[config.mk]
export PLATFORM = sky130hd
export DESIGN_NAME = pipe_stage_reg
export DESIGN_NICKNAME = d
export VERILOG_FILES = /design/src/rtl/pipe_stage_reg_pkg.sv /design/src/rtl/pipe_stage_reg.sv
export SDC_FILE = /design/constraint.sdc
export NUM_CORES = 1
export LEC_CHECK = 0
export BUFFER_PORTS_ARGS = -buffer_cell sky130_fd_sc_hd__buf_4
export CAP_MARGIN = 20
export CORE_MARGIN = 3
export CORE_UTILIZATION = 54
export CTS_CLUSTER_DIAMETER = 80
export CTS_CLUSTER_SIZE = 12
export DETAILED_ROUTE_END_ITERATION = 7
export PLACE_DENSITY = 0.79
export SYNTH_ARGS = -nofsm -noshare
export SYNTH_HDL_FRONTEND = slang
export SYNTH_SLANG_ARGS = --single-unit
[constraint.sdc]
create_clock -name clk -period 2.6 [get_ports clk]
set_input_delay 0.26 -clock clk [delete_from_list [all_inputs] [get_ports clk]]
set_output_delay 0.26 -clock clk [all_outputs]
set_load 0.02 [all_outputs]
[src/rtl/pipe_stage_reg_pkg.sv]
// Shared definitions for the elastic pipeline-stage registers: stage payload
// widths, payload field offsets, the bubble constant and the occupancy encoding.
package pipe_stage_reg_pkg;

    localparam int PIPE_DW_FD = 64;   // {instr, pc}
    localparam int PIPE_DW_DE = 128;  // {imm, rs2_val, rs1_val, pc}
    localparam int PIPE_DW_EM = 72;   // {ctrl, store_val, alu_res}
    localparam int PIPE_DW_MW = 40;   // {ctrl, wb_val}

    localparam int FD_PC_LSB     = 0;
    localparam int FD_INSTR_LSB  = 32;
    localparam int DE_PC_LSB     = 0;
    localparam int DE_RS1_LSB    = 32;
    localparam int DE_RS2_LSB    = 64;
    localparam int DE_IMM_LSB    = 96;
    localparam int EM_ALU_LSB    = 0;
    localparam int EM_STORE_LSB  = 32;
    localparam int EM_CTRL_LSB   = 64;
    localparam int MW_WB_LSB     = 0;
    localparam int MW_CTRL_LSB   = 32;

    localparam logic [PIPE_DW_DE-1:0] BUBBLE_WORD = '0;

    // Encoded as {main_v, skid_v}; 2'b01 cannot be reached.
    typedef enum logic [1:0] {
        ST_EMPTY = 2'b00,
        ST_ONE   = 2'b10,
        ST_FULL  = 2'b11
    } pipe_state_t;

endpackage

[src/rtl/pipe_stage_reg.sv]
// Elastic pipeline-stage register: valid/ready handshake with a two-entry skid
// buffer so in_ready is purely registered, plus flush and a saturating stall counter.
//
//   state    | meaning
//   ---------+-------------------------------------------------
//   ST_EMPTY | nothing held, accepting
//   ST_ONE   | main holds the head word, accepting
//   ST_FULL  | main and skid both hold words, in_ready low
module pipe_stage_reg
    import pipe_stage_reg_pkg::*;
#(
    parameter int DATA_W        = 32,
    parameter bit ZERO_ON_EMPTY = 1'b1,
    parameter int CNT_W         = 16
) (
    input  logic              clk,
    input  logic              reset,
    input  logic              flush,
    input  logic              in_valid,
    output logic              in_ready,
    input  logic [DATA_W-1:0] in_data,
    output logic              out_valid,
    input  logic              out_ready,
    output logic [DATA_W-1:0] out_data,
    input  logic              cnt_clr,
    output logic [CNT_W-1:0]  stall_cnt
);

    pipe_state_t       state;
    pipe_state_t       state_nxt;
    logic              main_v;
    logic              skid_v;
    logic [DATA_W-1:0] main_d;
    logic [DATA_W-1:0] skid_d;
    logic              accept;
    logic              deliver;
    logic              load_main;
    logic              main_from_skid;
    logic              load_skid;

    assign {main_v, skid_v} = state;
    assign in_ready  = !skid_v;
    assign out_valid = main_v;
    assign out_data  = (ZERO_ON_EMPTY && !main_v) ? '0 : main_d;
    assign accept    = in_valid && in_ready;
    assign deliver   = main_v && out_ready;

    always_ff @(posedge clk or negedge reset) begin
        if (!reset) begin
            state <= ST_EMPTY;
        end else begin
            state <= state_nxt;
        end
    end

    always_comb begin
        state_nxt      = state;
        load_main      = 1'b0;
        main_from_skid = 1'b0;
        load_skid      = 1'b0;
        case (state)
            ST_EMPTY: begin
                if (accept) begin
                    load_main = 1'b1;
                    state_nxt = ST_ONE;
                end
            end
            ST_ONE: begin
                if (deliver && accept) begin
                    load_main = 1'b1;
                end else if (deliver) begin
                    state_nxt = ST_EMPTY;
                end else if (accept) begin
                    load_skid = 1'b1;
                    state_nxt = ST_FULL;
                end
            end
            ST_FULL: begin
                if (deliver) begin
                    load_main      = 1'b1;
                    main_from_skid = 1'b1;
                    state_nxt      = ST_ONE;
                end
            end
            default: state_nxt = ST_EMPTY;
        endcase
        if (flush) begin
            state_nxt = ST_EMPTY;
        end
    end

    // Data registers only load on a real transfer to keep held data stable.
    always_ff @(posedge clk or negedge reset) begin
        if (!reset) begin
            main_d <= '0;
            skid_d <= '0;
        end else if (flush) begin
            main_d <= '0;
            skid_d <= '0;
        end else begin
            if (load_main) begin
                main_d <= main_from_skid ? skid_d : in_data;
            end
            if (load_skid) begin
                skid_d <= in_data;
            end
        end
    end

    always_ff @(posedge clk or negedge reset) begin
        if (!reset) begin
            stall_cnt <= '0;
        end else if (cnt_clr) begin
            stall_cnt <= '0;
        end else if (main_v && !out_ready && (stall_cnt != '1)) begin
            stall_cnt <= stall_cnt + CNT_W'(1);
        end
    end

endmodule

# ---- After elaboration in Yosys (flattened, before gate mapping)
# Cells that the tools add are included.
# W data, S select, Z words.
dict set report classes {
  add_sub_neg 1
  eq_ne 7
  muxes 23
  n_reduce_logical 12
}
# cell n
set ops {}
lappend ops {{$mux W32} 6}
lappend ops {{$mux W16} 2}
lappend ops {{$add A16 B1 Y16 const B} 1}
lappend ops {{$ne A16 B16 Y1 const B} 1}
lappend ops {{$mux W2} 6}
lappend ops {{$ne A3 B3 Y1 const B} 3}
lappend ops {{$mux W1} 7}
lappend ops {{$pmux W2 S3} 1}
lappend ops {{$reduce_bool A2 Y1} 3}
lappend ops {{$logic_and A1 B1 Y1} 5}
lappend ops {{$eq A2 B2 Y1 const B} 2}
lappend ops {{$ne A4 B4 Y1 const B} 1}
lappend ops {{$reduce_and A4 Y1} 1}
lappend ops {{$pmux W1 S3} 1}
lappend ops {{$logic_not A1 Y1} 2}
lappend ops {{$logic_not A2 Y1} 1}
dict set report totals {
  regBits 82
  inputBits 38
  out_inout_bits 50
  word_cells 47
}

# ---- Logic depth before layout (Yosys ltp)
# Gate-level depths: netlist of run 1.
dict set report logic_depth {
  ltp_word 8
  ltp_mapped 9
  depth_no_buf 6
}

# ---- Worst setup path before layout of run 1
# OpenSTA, ideal clock, no wires.
dict set report synth_path {
  path_type {reg2reg}
  from {register state[1]}
  to {register main_d[10]}
  setup_ns 0.078
  arrival_ns 2.143
  required_time_ns 2.522
  setup_slack_ns 0.379
  stages_incl_launch_ff 10
  n_path_buf 3
  period_less_slack_ns 2.221
  path_cell_list {dfrtp_1 > buf_2 > clkbuf_1 > inv_1 > ha_1 > inv_1 > o221ai_1 > a21oi_1 > clkbuf_1 > o2bb2ai_1}
}
dict set report synth_between {
  elab_chain_cells 6
  word_cells_on_any_way 13
  classes_between {eq/ne (2); mux (7); reduce/logical (4)}
}
# item line
set synth_lines {}
lappend synth_lines {{start, declared} pipe_stage_reg.sv:29} ;# pipe_state_t state;
lappend synth_lines {{start signal, assigned} pipe_stage_reg.sv:52} ;# state <= state_nxt;
lappend synth_lines {{$logic_and A1 B1 Y1} pipe_stage_reg.sv:46} ;# assign deliver = main_v && out_ready;
lappend synth_lines {{$mux W1} pipe_stage_reg.sv:79} ;# if (deliver) begin
lappend synth_lines {{$mux W1} pipe_stage_reg.sv:61} ;# case (state)
lappend synth_lines {{$mux W32} pipe_stage_reg.sv:102} ;# main_d <= main_from_skid ? skid_d : in_data;
lappend synth_lines {{$mux W32} pipe_stage_reg.sv:101} ;# if (load_main) begin
lappend synth_lines {{$mux W32} pipe_stage_reg.sv:97} ;# end else if (flush) begin
lappend synth_lines {{end signal, assigned} pipe_stage_reg.sv:102}
lappend synth_lines {{end, declared} pipe_stage_reg.sv:33} ;# logic [DATA_W-1:0] main_d;
# Parallel ways exist; a longest one is shown, timed or not. The select of a mux whose other input is x is not followed.
# A chain may end at the register's enable or synchronous reset.

# ---- Worst setup path after layout of run 1
dict set report layout_path {
  from {register state[0]}
  to {register main_d[24]}
}
dict set report layout_between {
  elab_chain_cells 6
  word_cells_on_any_way 14
  classes_between {eq/ne (2); mux (7); reduce/logical (5)}
}
# item line
set layout_lines {}
lappend layout_lines {{$logic_not A1 Y1} pipe_stage_reg.sv:42} ;# assign in_ready = !skid_v;
lappend layout_lines {{$logic_and A1 B1 Y1} pipe_stage_reg.sv:45} ;# assign accept = in_valid && in_ready;
lappend layout_lines {{$logic_and A1 B1 Y1} pipe_stage_reg.sv:69} ;# if (deliver && accept) begin
lappend layout_lines {{$mux W1} pipe_stage_reg.sv:69}
lappend layout_lines {{$pmux W1 S3} pipe_stage_reg.sv:61}
lappend layout_lines {{$reduce_bool A2 Y1 (no line)} --}
# Parallel ways exist; a longest one is shown, timed or not. The select of a mux whose other input is x is not followed.

==> results.md, run 1 <==
- Reg2Reg Depth: 6
- Register-to-register setup slack: 0.28 ns
- Power Total: 3.71 mW
- Min-Delay Endpoint: skid_d[3]$_DFFE_PN0P_
- Max cap viols: 0
- Pleak: 2.46 nW
- Top FF cell, synth: dfrtp_1
- Dpl cell area: 4860 sq um
- CP max stage cell: a21oi_4
- Nature of the critical path startpoint: flip-flop
- Clock Path Buffers: 2
- Via count: 3447
- Final setup viols: 0
- Worst path required time: 2.86 ns
- Total Routing Usage GR: 0.247
- R2r startpoint: state[0]$_DFFE_PN0P_
- Max Clock Freq: 0.431 GHz
- Ant diodes: 0
- Die height: 92.8 um
- Initial Util: 0.558
- EDFF count, synth: 0
- Synth area leaders: dfrtp_1 (50%), mux2i_1 (7.9%), nand2_1 (6.9%)
- Largest stage delay, worst path: 0.80 ns
- GP Congestion: 0.848
- Clock sinks: 82
- Vias per cell: 5.75
- Mean routed wirelength per cell: 16.6 um
- Crit path time final: 2.32 ns
- Worst Hold Class: input pin to flip-flop
- Port bufs: 87
- Fin. max-slew vios: 0
- Hold path start: in_data[3]
- Post-Syn Area: 4070 sq um
- Layout cell share with drive strength beyond 1: 0.244
- Tcrit/Tclk final: 0.893
- Pin count of the biggest net entering global routing: 52
- Synth cell types: 37
- Post-route cell area: 5100 sq um
- Synth Net Count: 457
- First-pass GRT wire length: 17000 um
- Ys Warns: 0
- Post-synth ARST share: 1.00
- Remaining Overflow, GRT: 0
- Nets: 539
- Number of synthesized register bits: 82
- H-tree Lvls: 3
- Die X-Extent: 92.8 um
- DRC: 0
- Worst-Margin Slew: 0.945 ns
- Final hold viol count: 0
- Critical Path Start: state[0]$_DFFE_PN0P_
- Total I/O pin count: 88
- Reg2reg end: main_d[24]$_DFFE_PN0P_
- Rel. slew slack: 0.368
- Commonest non-fill, non-tap cell in the layout: buf_4
- Core Box Area: 7290 sq um
- Vias in the first global route: 3492
- DIE AREA: 8610 sq um
- Fill cells: 587
- Post-Route WL: 9930 um
- Clock Root Buffer: clkbuf_8
- Delay-heaviest family, CP: compound AO/OA/AOI/OAI gates
- Site Rows: 31
- ANT nets after route: 0
- CTS tree: built
- Most frequent cells in the layout: buf_4 (97), dfrtp_1 (82), nand2_1 (75)
- Cts bufs inserted: 9
- Final TNS setup: 0 ns
- First-pass DRT Iterations: 4
- Maximum VDD drop: 0.377 mV
- Outcome: finished, final reports clean
- RSZ-0062 raised after global routing: no
- CP Cell Sequence: inv_1, ha_1, nand3b_1, o221ai_1, a21oi_4, o2bb2ai_1
- Post-route setup slack: 0.279 ns
- Skew final: 0.00856 ns
- Area grow syn2layout: 25.3%
- Seq/Total Area, Yosys: 0.504
- Worst Setup End Kind: flip-flop
- Power per cell area: 728 nW/um^2
- Post-synth top area share: 0.504
- DP Worst Slack: 0.304 ns
- Synth area leader: dfrtp_1
- Critical Path AT: 2.59 ns
- Worst Hold Depth: 3
- Worst-path clk slew: 0.08 ns
- 1st-iter DRT viols: 268
- CP Buf/Inv Count: 1
- Antenna violations before repair: 0
- Critical path type: flip-flop to flip-flop
- Clk Latency, worst-skew pair: 0.35 ns
- Cell count after synthesis: 414
- Crit Path Max Fanout: 32
- Half-perimeter wire length after placement: 6680 um
- Mean Syn Cell Area: 9.83 sq um
==> where the power goes <==
part / switching, mW / internal [mW] / total (mW) / leakage, nW
Combinational: 0.649 / 0.415 / 1.06 / 1.23
Sequential: 0.134 / 1.48 / 1.61 / 1.12
Clock: 0.445 / 0.588 / 1.03 / 0.108
==> metal layers <==
| layer | routed length (um) | global-route usage | part of all wire |
|---|---|---|---|
| met4 | 206 | 0.110 | 0.021 |
| met2 | 4840 | 0.391 | 0.49 |
| met3 | 483 | 0.0406 | 0.049 |
| met5 | 0 | 0 | 0 |
| met1 | 4400 | 0.335 | 0.44 |
==> worst max path at each step <==
stage	end	slack, ns	cells after the start
after floorplan	main_d[10]$_DFFE_PN0P_	0.38	9
after global placement	main_d[29]$_DFFE_PN0P_	0.43	6
after detailed placement	main_d[6]$_DFFE_PN0P_	0.30	6
after CTS	main_d[24]$_DFFE_PN0P_	0.30	6
after global routing	main_d[28]$_DFFE_PN0P_	0.05	6
final	main_d[24]$_DFFE_PN0P_	0.28	6
==> repair_timing <==
item	CTS	global route
hold endpoints to repair	50	0
resized for setup	0	0
buffers inserted	0	0
hold buffers	1	0
==> cell families (layout without fill, tap and decap cells) <==
family,count (synthesis),count (layout),synth area share
AOI/OAI and AO/OA,103,103,0.166
xor gates and xnor gates,1,1,0.00215
adders and majority gates,5,5,0.0154
buffers and inverters,37,123,0.0348
DFF,82,82,0.504
muxes,33,33,0.0815
and+or+nand+nor,153,153,0.196
==> stage by stage <==
| stage | hold WS, ns | util | instances |
|---|---|---|---|
| floorplan | -0.0356 | - | 414 |
| global placement | 0.336 | 0.666 | 583 |
| detailed placement | 0.328 | 0.666 | 583 |
| CTS | 0.146 | 0.699 | 599 |
| global route | 0.155 | 0.699 | 599 |
| finish | 0.157 | 0.699 | 599 |
==> layout make-up <==
type / count / area [sq um] / share of cell area
well taps: 99 / 124 / 0.0243
inverters: 9 / 33.8 / 0.00663
multi-input cells: 295 / 1900 / 0.373
flip-flops and latches: 82 / 2050 / 0.403
repair buffers: 99 / 758 / 0.149
clock buffers: 11 / 151 / 0.0297
clock inverters: 4 / 75.1 / 0.0147
==> tightest hold or removal path: cells and delay by family <==
kind | cells | cell delay, ns
buf+inv | 1 | 0.11
compound gates | 1 | 0.05
simple gates | 1 | 0.05
==> flip-flops by register name, summed over array words and instances (netlist names) <==
signal	flops
skid_d	32
state	2
main_d	32
stall_cnt	16
==> Yosys cell counts (all sizes together) (7+ instances only) <==
cell / count
or3: 7
and2: 32
dfrtp: 82
a21oi: 51
clkbuf: 21
buf: 7
nand2: 75
o2bb2ai: 32
or4: 9
o31ai: 9
mux2i: 32
inv: 9
Power figures use the tool's default switching activity.
==> run 2: changes to the inputs <==
Settings changed: ABC_AREA set to 1, CORE_UTILIZATION 54 to 55, PLACE_DENSITY 0.79 to 0.8.
==> results.md, run 2 <==
- Post-Syn Area: 4420 sq um (+8.6%)
- Port bufs: 87 (unchanged)
- Total I/O pin count: 88 (unchanged)
- Synthesized-area fraction occupied by xor and xnor cells: 0.00595 (+0.00379)
- GP Congestion: 0.892 (+5.2%)
- Die height: 95.6 um (+3.1%)
- Worst Hold Class: input pin to flip-flop
- Initial Util: 0.569 (+0.0111)
- Antenna violations before repair: 0 (unchanged)
- Synth Net Count: 653 (+43%)
- Vias per cell: 5.22 (-9.2%)
- Post-Route WL: 10900 um (+9.4%)
- Fraction of the mapped netlist area in simple logic gates: 0.313 (+0.118)
- Cts bufs inserted: 9 (unchanged)
- Site Rows: 32 (+3.2%)
- GRT Max-Usage Layer: met2
- Fin. max-slew vios: 0 (unchanged)
- Top flop regs: main_d (32), skid_d (32), stall_cnt (16)
- Crit Path Max Fanout: 32 (unchanged)
- Via count: 4132 (+20%)
- DIE AREA: 9150 sq um (+6.2%)
- Max Clock Freq: 0.499 GHz (+16%)
- Critical path type: flip-flop to flip-flop
- CP Buf/Inv Count: 0 (-1)
- Mean Syn Cell Area: 7.24 sq um (-26%)
- Total Routing Usage GR: 0.244 (-0.00286)
- Power Total: 3.56 mW (-4.1%)
- 1st-iter DRT viols: 269 (+0.37%)
- Skew final: 0.0182 ns (+0.00967 ns)
- Outcome: finished, final reports clean
- First-pass DRT Iterations: 4 (unchanged)
- Top post-synthesis cells by count: nand2_1 (193), inv_1 (87), nand3_1 (84)
- Commonest non-fill, non-tap cell in the layout: nand2_1
- Synth area leader: dfrtp_1
- Seq/Total Area, Yosys: 0.464 (-0.0401)
- EDFF count, synth: 0 (unchanged)
- Layout cell share with drive strength beyond 1: 0.187 (-0.0568)
- H-tree Lvls: 3 (unchanged)
- Clock Path Buffers: 2 (unchanged)
- Pleak: 3.00 nW (+22%)
- Core Box Area: 7770 sq um (+6.5%)
- Worst path required time: 2.88 ns (+0.02 ns)
- Synth Area in Adders: 0.0142 (-0.00122)
- Clock sinks: 82 (unchanged)
- Clock Root Buffer: clkbuf_8
- Half-perimeter wire length after placement: 7040 um (+5.4%)
- Largest family of logic cells by synthesized area: simple AND/OR/NAND/NOR gates
- Clk Latency, worst-skew pair: 0.35 ns (about the same)
- Post-synth top area share: 0.464 (-0.0401)
- Worst Setup End Kind: flip-flop
- Number of synthesized register bits: 82 (unchanged)
- Most frequent cells in the layout: nand2_1 (192), buf_4 (95), inv_1 (86)
- Remaining Overflow, GRT: 0 (unchanged)
- Met3 Usage GRT: 0.0355 (-0.00510)
- Nets: 728 (+35%)
- First-pass GRT wire length: 17700 um (+4.3%)
- ANT nets after route: 0 (unchanged)
- Power per cell area: 663 nW/um^2 (-9.0%)
- DRC: 0 (unchanged)
- Met2 usage: 0.413 (+0.0217)
- Max cap viols: 0 (unchanged)
- RSZ-0062 raised after global routing: no
- Vias in the first global route: 3948 (+13%)
- Final hold viol count: 0 (unchanged)
- Top-count cell post-synth: nand2_1
- Ys Warns: 0 (unchanged)
- Worst-Margin Slew: 0.766 ns (-0.180 ns)
- Ant diodes: 0 (unchanged)
- Nature of the critical path startpoint: flip-flop
- Rel. slew slack: 0.488 (+0.120)
- Top FF cell, synth: dfrtp_1
- Multiplexer share of the synthesized area: 0 (-0.0815)
- CP max stage cell: dfrtp_1
- Fill cells: 671 (+14%)
- CTS-repair resized insts: 0 (unchanged)
- Maximum VDD drop: 0.395 mV (+4.9%)
- Tcrit/Tclk final: 0.770 (-0.122)
- Area grow syn2layout: 21.5%
- Final setup viols: 0 (unchanged)
- Synth cell types: 21 (-43%)
- Largest stage delay, worst path: 0.60 ns (-0.20 ns)
- Final TNS setup: 0 ns (unchanged)
- Cell count after synthesis: 610 (+47%)
- Mean routed wirelength per cell: 13.7 um (-17%)
- Crit path time final: 2.00 ns (-0.318 ns)
- Critical Path AT: 2.28 ns (-0.31 ns)
- Delay-heaviest family, CP: simple AND/OR/NAND/NOR gates
- CP Cell Sequence: ha_1, nand3_1, nand3_1, nand2_2, nor2_4, nand2_1, nand2_1
- CTS tree: built
- Synth area leaders: dfrtp_1 (46%), nand2_1 (16%), nand3_1 (9.5%)
- Pin count of the biggest net entering global routing: 83 (+60%)
- Compound-Gate Fraction of Synth Area: 0.0895 (-0.0766)
- Worst-path clk slew: 0.08 ns (about the same)
- GRT met1 Usage: 0.318 (-0.0170)
- Die X-Extent: 95.6 um (+3.1%)
- Post-synth ARST share: 1.00 (unchanged)
## run 2: what timing repair did
item / 4_1_cts / 5_1_grt
endpoints found under the hold margin: 0 / 7
hold buffers: 0 / 1
setup buffers: 0 / 0
## run 2: cell families (layout without fill, tap and decap cells)
logic type,after synthesis,count (layout)
simple gates,318,318
buf+inv,123,202
flops,82,82
compound gates,79,79
fa+ha+maj,5,5
xor+xnor,3,3
## run 2: worst reg2reg max path, stage by stage, from the launching register on
cell,delay [ns]
dfrtp_1,0.60
ha_1,0.24
nand3_1,0.11
nand3_1,0.11
nand2_2,0.07
nor2_4,0.59
nand2_1,0.13
nand2_1,0.09
## run 2: layout make-up
| cell class | instances | area (sq um) | share of cell area |
|---|---|---|---|
| sequential | 82 | 2050 | 0.382 |
| multi-input combinational | 405 | 1880 | 0.349 |
| timing repair buffer | 97 | 751 | 0.140 |
| inverter | 90 | 338 | 0.0629 |
| clock buffer | 11 | 151 | 0.0282 |
| tap | 102 | 128 | 0.0238 |
| clock inverter | 4 | 73.8 | 0.0137 |
## run 2: worst paths after layout
| path | start | depth (start not counted) | slack (ns) | to |
|---|---|---|---|---|
| worst max-delay path | state[1]$_DFFE_PN0P_ | 7 | 0.60 | main_d[4]$_DFFE_PN0P_ |
| worst min-delay path | flush | 2 | 0.11 | state[0]$_DFFE_PN0P_ |
| worst max register to register | state[1]$_DFFE_PN0P_ | 7 | 0.60 | main_d[4]$_DFFE_PN0P_ |
| worst min register to register | main_d[18]$_DFFE_PN0P_ | 2 | 0.52 | main_d[18]$_DFFE_PN0P_ |
| max in group asynchronous | reset | 3 | 1.73 | main_d[2]$_DFFE_PN0P_ |
| min in group asynchronous | reset | 2 | 0.26 | stall_cnt[13]$_DFFE_PN0P_ |
## run 2: per-layer routing
metal | up-vias | wire [um] | share of wire
li1 | 2062 | - | -
met1 | 1950 | 4750 | 0.44
met2 | 102 | 5440 | 0.50
met3 | 18 | 485 | 0.045
met4 | 0 | 184 | 0.017
met5 | - | 0 | 0
## run 2: metrics by stage
step | std cells | utilization | hold slack [ns] | instance area [sq um] | setup WS (ns)
floorplan | 610 | - | -0.0356 | 4420 | 0.986
global placement | 774 | 0.657 | 0.471 | 5110 | 0.643
detailed placement | 774 | 0.657 | 0.472 | 5110 | 0.568
CTS | 789 | 0.686 | 0.102 | 5330 | 0.548
global route | 791 | 0.691 | 0.111 | 5370 | 0.340
finish | 791 | 0.691 | 0.112 | 5370 | 0.597
## run 2: power breakdown
group          total (mW)  leakage (nW)  switching (mW)  internal (mW)
Clock                1.06         0.116           0.468          0.591
Sequential           1.55          1.12           0.108           1.44
Combinational       0.949          1.76           0.633          0.316
Total                3.56          3.00            1.21           2.35
==> run 3: changes to the inputs <==
Settings changed: CORE_UTILIZATION 55 to 50, PLACE_DENSITY 0.8 to 0.76.
Clock period 2.6 ns to 1.8 ns, I/O delays scaled along.
==> results.md, run 3 (synthesized netlist as in run 2, its figures left out) <==
- Outcome: finished, final reports clean
- Critical Path AT: 1.86 ns (-0.42 ns)
- Vias in the first global route: 4012 (+1.6%)
- Cts bufs inserted: 9 (unchanged)
- Clk Latency, worst-skew pair: 0.34 ns (about the same)
- Tcrit/Tclk final: 0.910 (+0.140)
- Area grow syn2layout: 23.4%
- Commonest non-fill, non-tap cell in the layout: nand2_1
- Port bufs: 87 (unchanged)
- Initial Util: 0.527 (-0.0417)
- DP Cell Count: 785 (+1.4%)
- Worst-Margin Slew: 0.495 ns (-0.271 ns)
- Total I/O pin count: 88 (unchanged)
- Clock Root Buffer: clkbuf_8
- R2r startpoint: stall_cnt[1]$_DFFE_PN0P_
- Crit path time final: 1.64 ns (-0.364 ns)
- Internal: 3.41 mW (+45%)
- CP Buf/Inv Count: 1 (+1)
- Gate power share: 0.289 (+0.022)
- Nature of the critical path startpoint: flip-flop
- Ant diodes: 0 (unchanged)
- Clock power share: 0.281 (-0.016)
- DRC: 0 (unchanged)
- Fin. max-slew vios: 0 (unchanged)
- 1st-iter DRT viols: 241 (-10%)
- Dpl cell area: 5210 sq um (+2.0%)
- Half-perimeter wire length after placement: 7470 um (+6.2%)
- Worst Hold Depth: 2 (unchanged)
- Max cap viols: 0 (unchanged)
- ANT nets after route: 0 (unchanged)
- Power Total: 5.18 mW (+45%)
- P_sw: 1.76 mW (+46%)
- CP max stage cell: dfrtp_1
- Top flop regs: main_d (32), skid_d (32), stall_cnt (16)
- Reg2Reg Depth: 9 (+2)
- Pin count of the biggest net entering global routing: 47 (-43%)
- First-pass DRT Iterations: 5 (+1)
- Final TNS setup: 0 ns (unchanged)
- Vias per cell: 5.29 (+1.2%)
- Core Box Area: 8380 sq um (+7.9%)
- Worst-path clk slew: 0.09 ns (about the same)
- Pleak: 3.04 nW (+1.1%)
- Delay-heaviest family, CP: simple AND/OR/NAND/NOR gates
- Post-Route WL: 10900 um (+0.43%)
- Critical path type: flip-flop to flip-flop
- Worst path most repeated cell: nor2_4
- Rel. slew slack: 0.670 (+0.182)
- Final hold viol count: 0 (unchanged)
- H-tree Lvls: 3 (unchanged)
- Total Routing Usage GR: 0.227 (-0.0174)
- Site Rows: 33 (+3.1%)
- Max Clock Freq: 0.610 GHz (+22%)
- Layout Cells excl Fill: 803 (+1.5%)
- Mean routed wirelength per cell: 13.6 um (-1.1%)
- CTS tree: built
- Layout cell share with drive strength beyond 1: 0.193 (+0.00618)
- First-pass GRT wire length: 18600 um (+4.7%)
- Die height: 100 um (+4.6%)
- Nets: 736 (+1.1%)
- Worst Hold Class: input pin to flip-flop
- Post-route cell area: 5450 sq um (+1.6%)
- Remaining Overflow, GRT: 0 (unchanged)
- Sequential power share: 0.430 (-0.006)
- DIE AREA: 10000 sq um (+9.4%)
- GP Congestion: 0.867 (-2.8%)
- Final setup viols: 0 (unchanged)
- Register-to-register setup slack: 0.16 ns (-0.44 ns)
- Reg2reg end: stall_cnt[7]$_DFFE_PN0P_
- Hold path start: flush
- Crit Path Max Fanout: 13 (-59%)
- Clock Path Buffers: 2 (unchanged)
- Most frequent cells in the layout: nand2_1 (192), buf_4 (99), inv_1 (86)
- Sw frac: 0.341 (+0.00122)
- Fill cells: 756 (+13%)
- CP Cell Sequence: ha_1, nand2_2, nor2_4, nand2_4, nor2_4, nor2_2, buf_4, nand4_1, nand2_1
- RSZ-0062 raised after global routing: no
- Via count: 4244 (+2.7%)
- Power per cell area: 949 nW/um^2 (+43%)
- Maximum VDD drop: 0.530 mV (+34%)
- Skew final: 0.0126 ns (-0.00563 ns)
- Largest stage delay, worst path: 0.42 ns (-0.18 ns)
- Min-Delay Endpoint: state[0]$_DFFE_PN0P_
- Clock sinks: 82 (unchanged)
- Antenna violations before repair: 0 (unchanged)
- Worst Setup End Kind: flip-flop
- Hold WS: 0.0373 ns (-0.0746 ns)
- Die X-Extent: 100 um (+4.6%)
- Worst path required time: 2.03 ns (-0.85 ns)
==> run 3: changes by cell type in the layout (fill, tap and decap cells not counted) <==
cell        delta
clkbuf_1       +3
inv_6          -1
clkbuf_8       -2
clkinv_4       +1
buf_6          +1
buf_16         -1
buf_4          +4
buf_12         +4
clkinvlp_4     +1
clkinv_2       -1
==> run 3: worst max-delay path by stage <==
stage,start,endpoint,slack [ns],cells past startpoint
floorplan,stall_cnt[0]$_DFFE_PN0P_,stall_cnt[12]$_DFFE_PN0P_,0.19,9
global placement,stall_cnt[0]$_DFFE_PN0P_,stall_cnt[7]$_DFFE_PN0P_,0.20,9
detailed placement,stall_cnt[0]$_DFFE_PN0P_,stall_cnt[9]$_DFFE_PN0P_,0.13,9
CTS,stall_cnt[1]$_DFFE_PN0P_,stall_cnt[8]$_DFFE_PN0P_,0.10,9
global route,state[0]$_DFFE_PN0P_,main_d[15]$_DFFE_PN0P_,0.02,9
finish,stall_cnt[1]$_DFFE_PN0P_,stall_cnt[7]$_DFFE_PN0P_,0.16,9
==> run 3: area by class of cell <==
cell class	count	area [sq um]	area share
clock inverters	4	76.3	0.0140
multi-input cells	405	1880	0.344
flip-flops and latches	82	2050	0.376
repair buffers	105	845	0.155
clock buffers	12	135	0.0248
inverters	90	338	0.0620
well taps	105	131	0.0241
==> run 3: what timing repair did <==
action                                  in CTS  in global routing
gates resized for setup                      0                  1
endpoints found under the setup margin       0                 14
setup buffers                                0                  1
endpoints found under the hold margin       36                  0
hold buffers                                 1                  0
==> run 3: worst register-to-register path: stages, from the launching register on <==
cell and delay, ns:
dfrtp_1 0.42, ha_1 0.24, nand2_2 0.09, nor2_4 0.17, nand2_4 0.09, nor2_4 0.11, nor2_2 0.06, buf_4 0.18
nand4_1 0.09, nand2_1 0.06
==> run 3: routing by layer <==
metal,track usage,wire length [um],up-vias
met5,0,0,-
met4,0.0839,223,0
met3,0.0438,703,18
met2,0.355,5150,156
met1,0.315,4830,1995
li1,-,-,2075
==> run 3: power groups by stage <==
| stage | sequential [mW] | combinational (mW) | clock, mW |
|---|---|---|---|
| final | 2.23 | 1.50 | 1.45 |
| after global routing | 2.26 | 1.67 | 1.56 |
| after CTS | 2.23 | 1.48 | 1.46 |
| after detailed placement | 2.26 | 1.47 | 0 |
| after global placement | 2.25 | 1.42 | 0 |
| after floorplan | 2.23 | 0.906 | 0 |
==> run 3: metrics by stage <==
stage | utilization | setup WS [ns]
after floorplan | - | 0.186
final | 0.651 | 0.161
after detailed placement | 0.621 | 0.129
after global routing | 0.651 | 0.0178
after global placement | 0.621 | 0.197
after CTS | 0.648 | 0.103
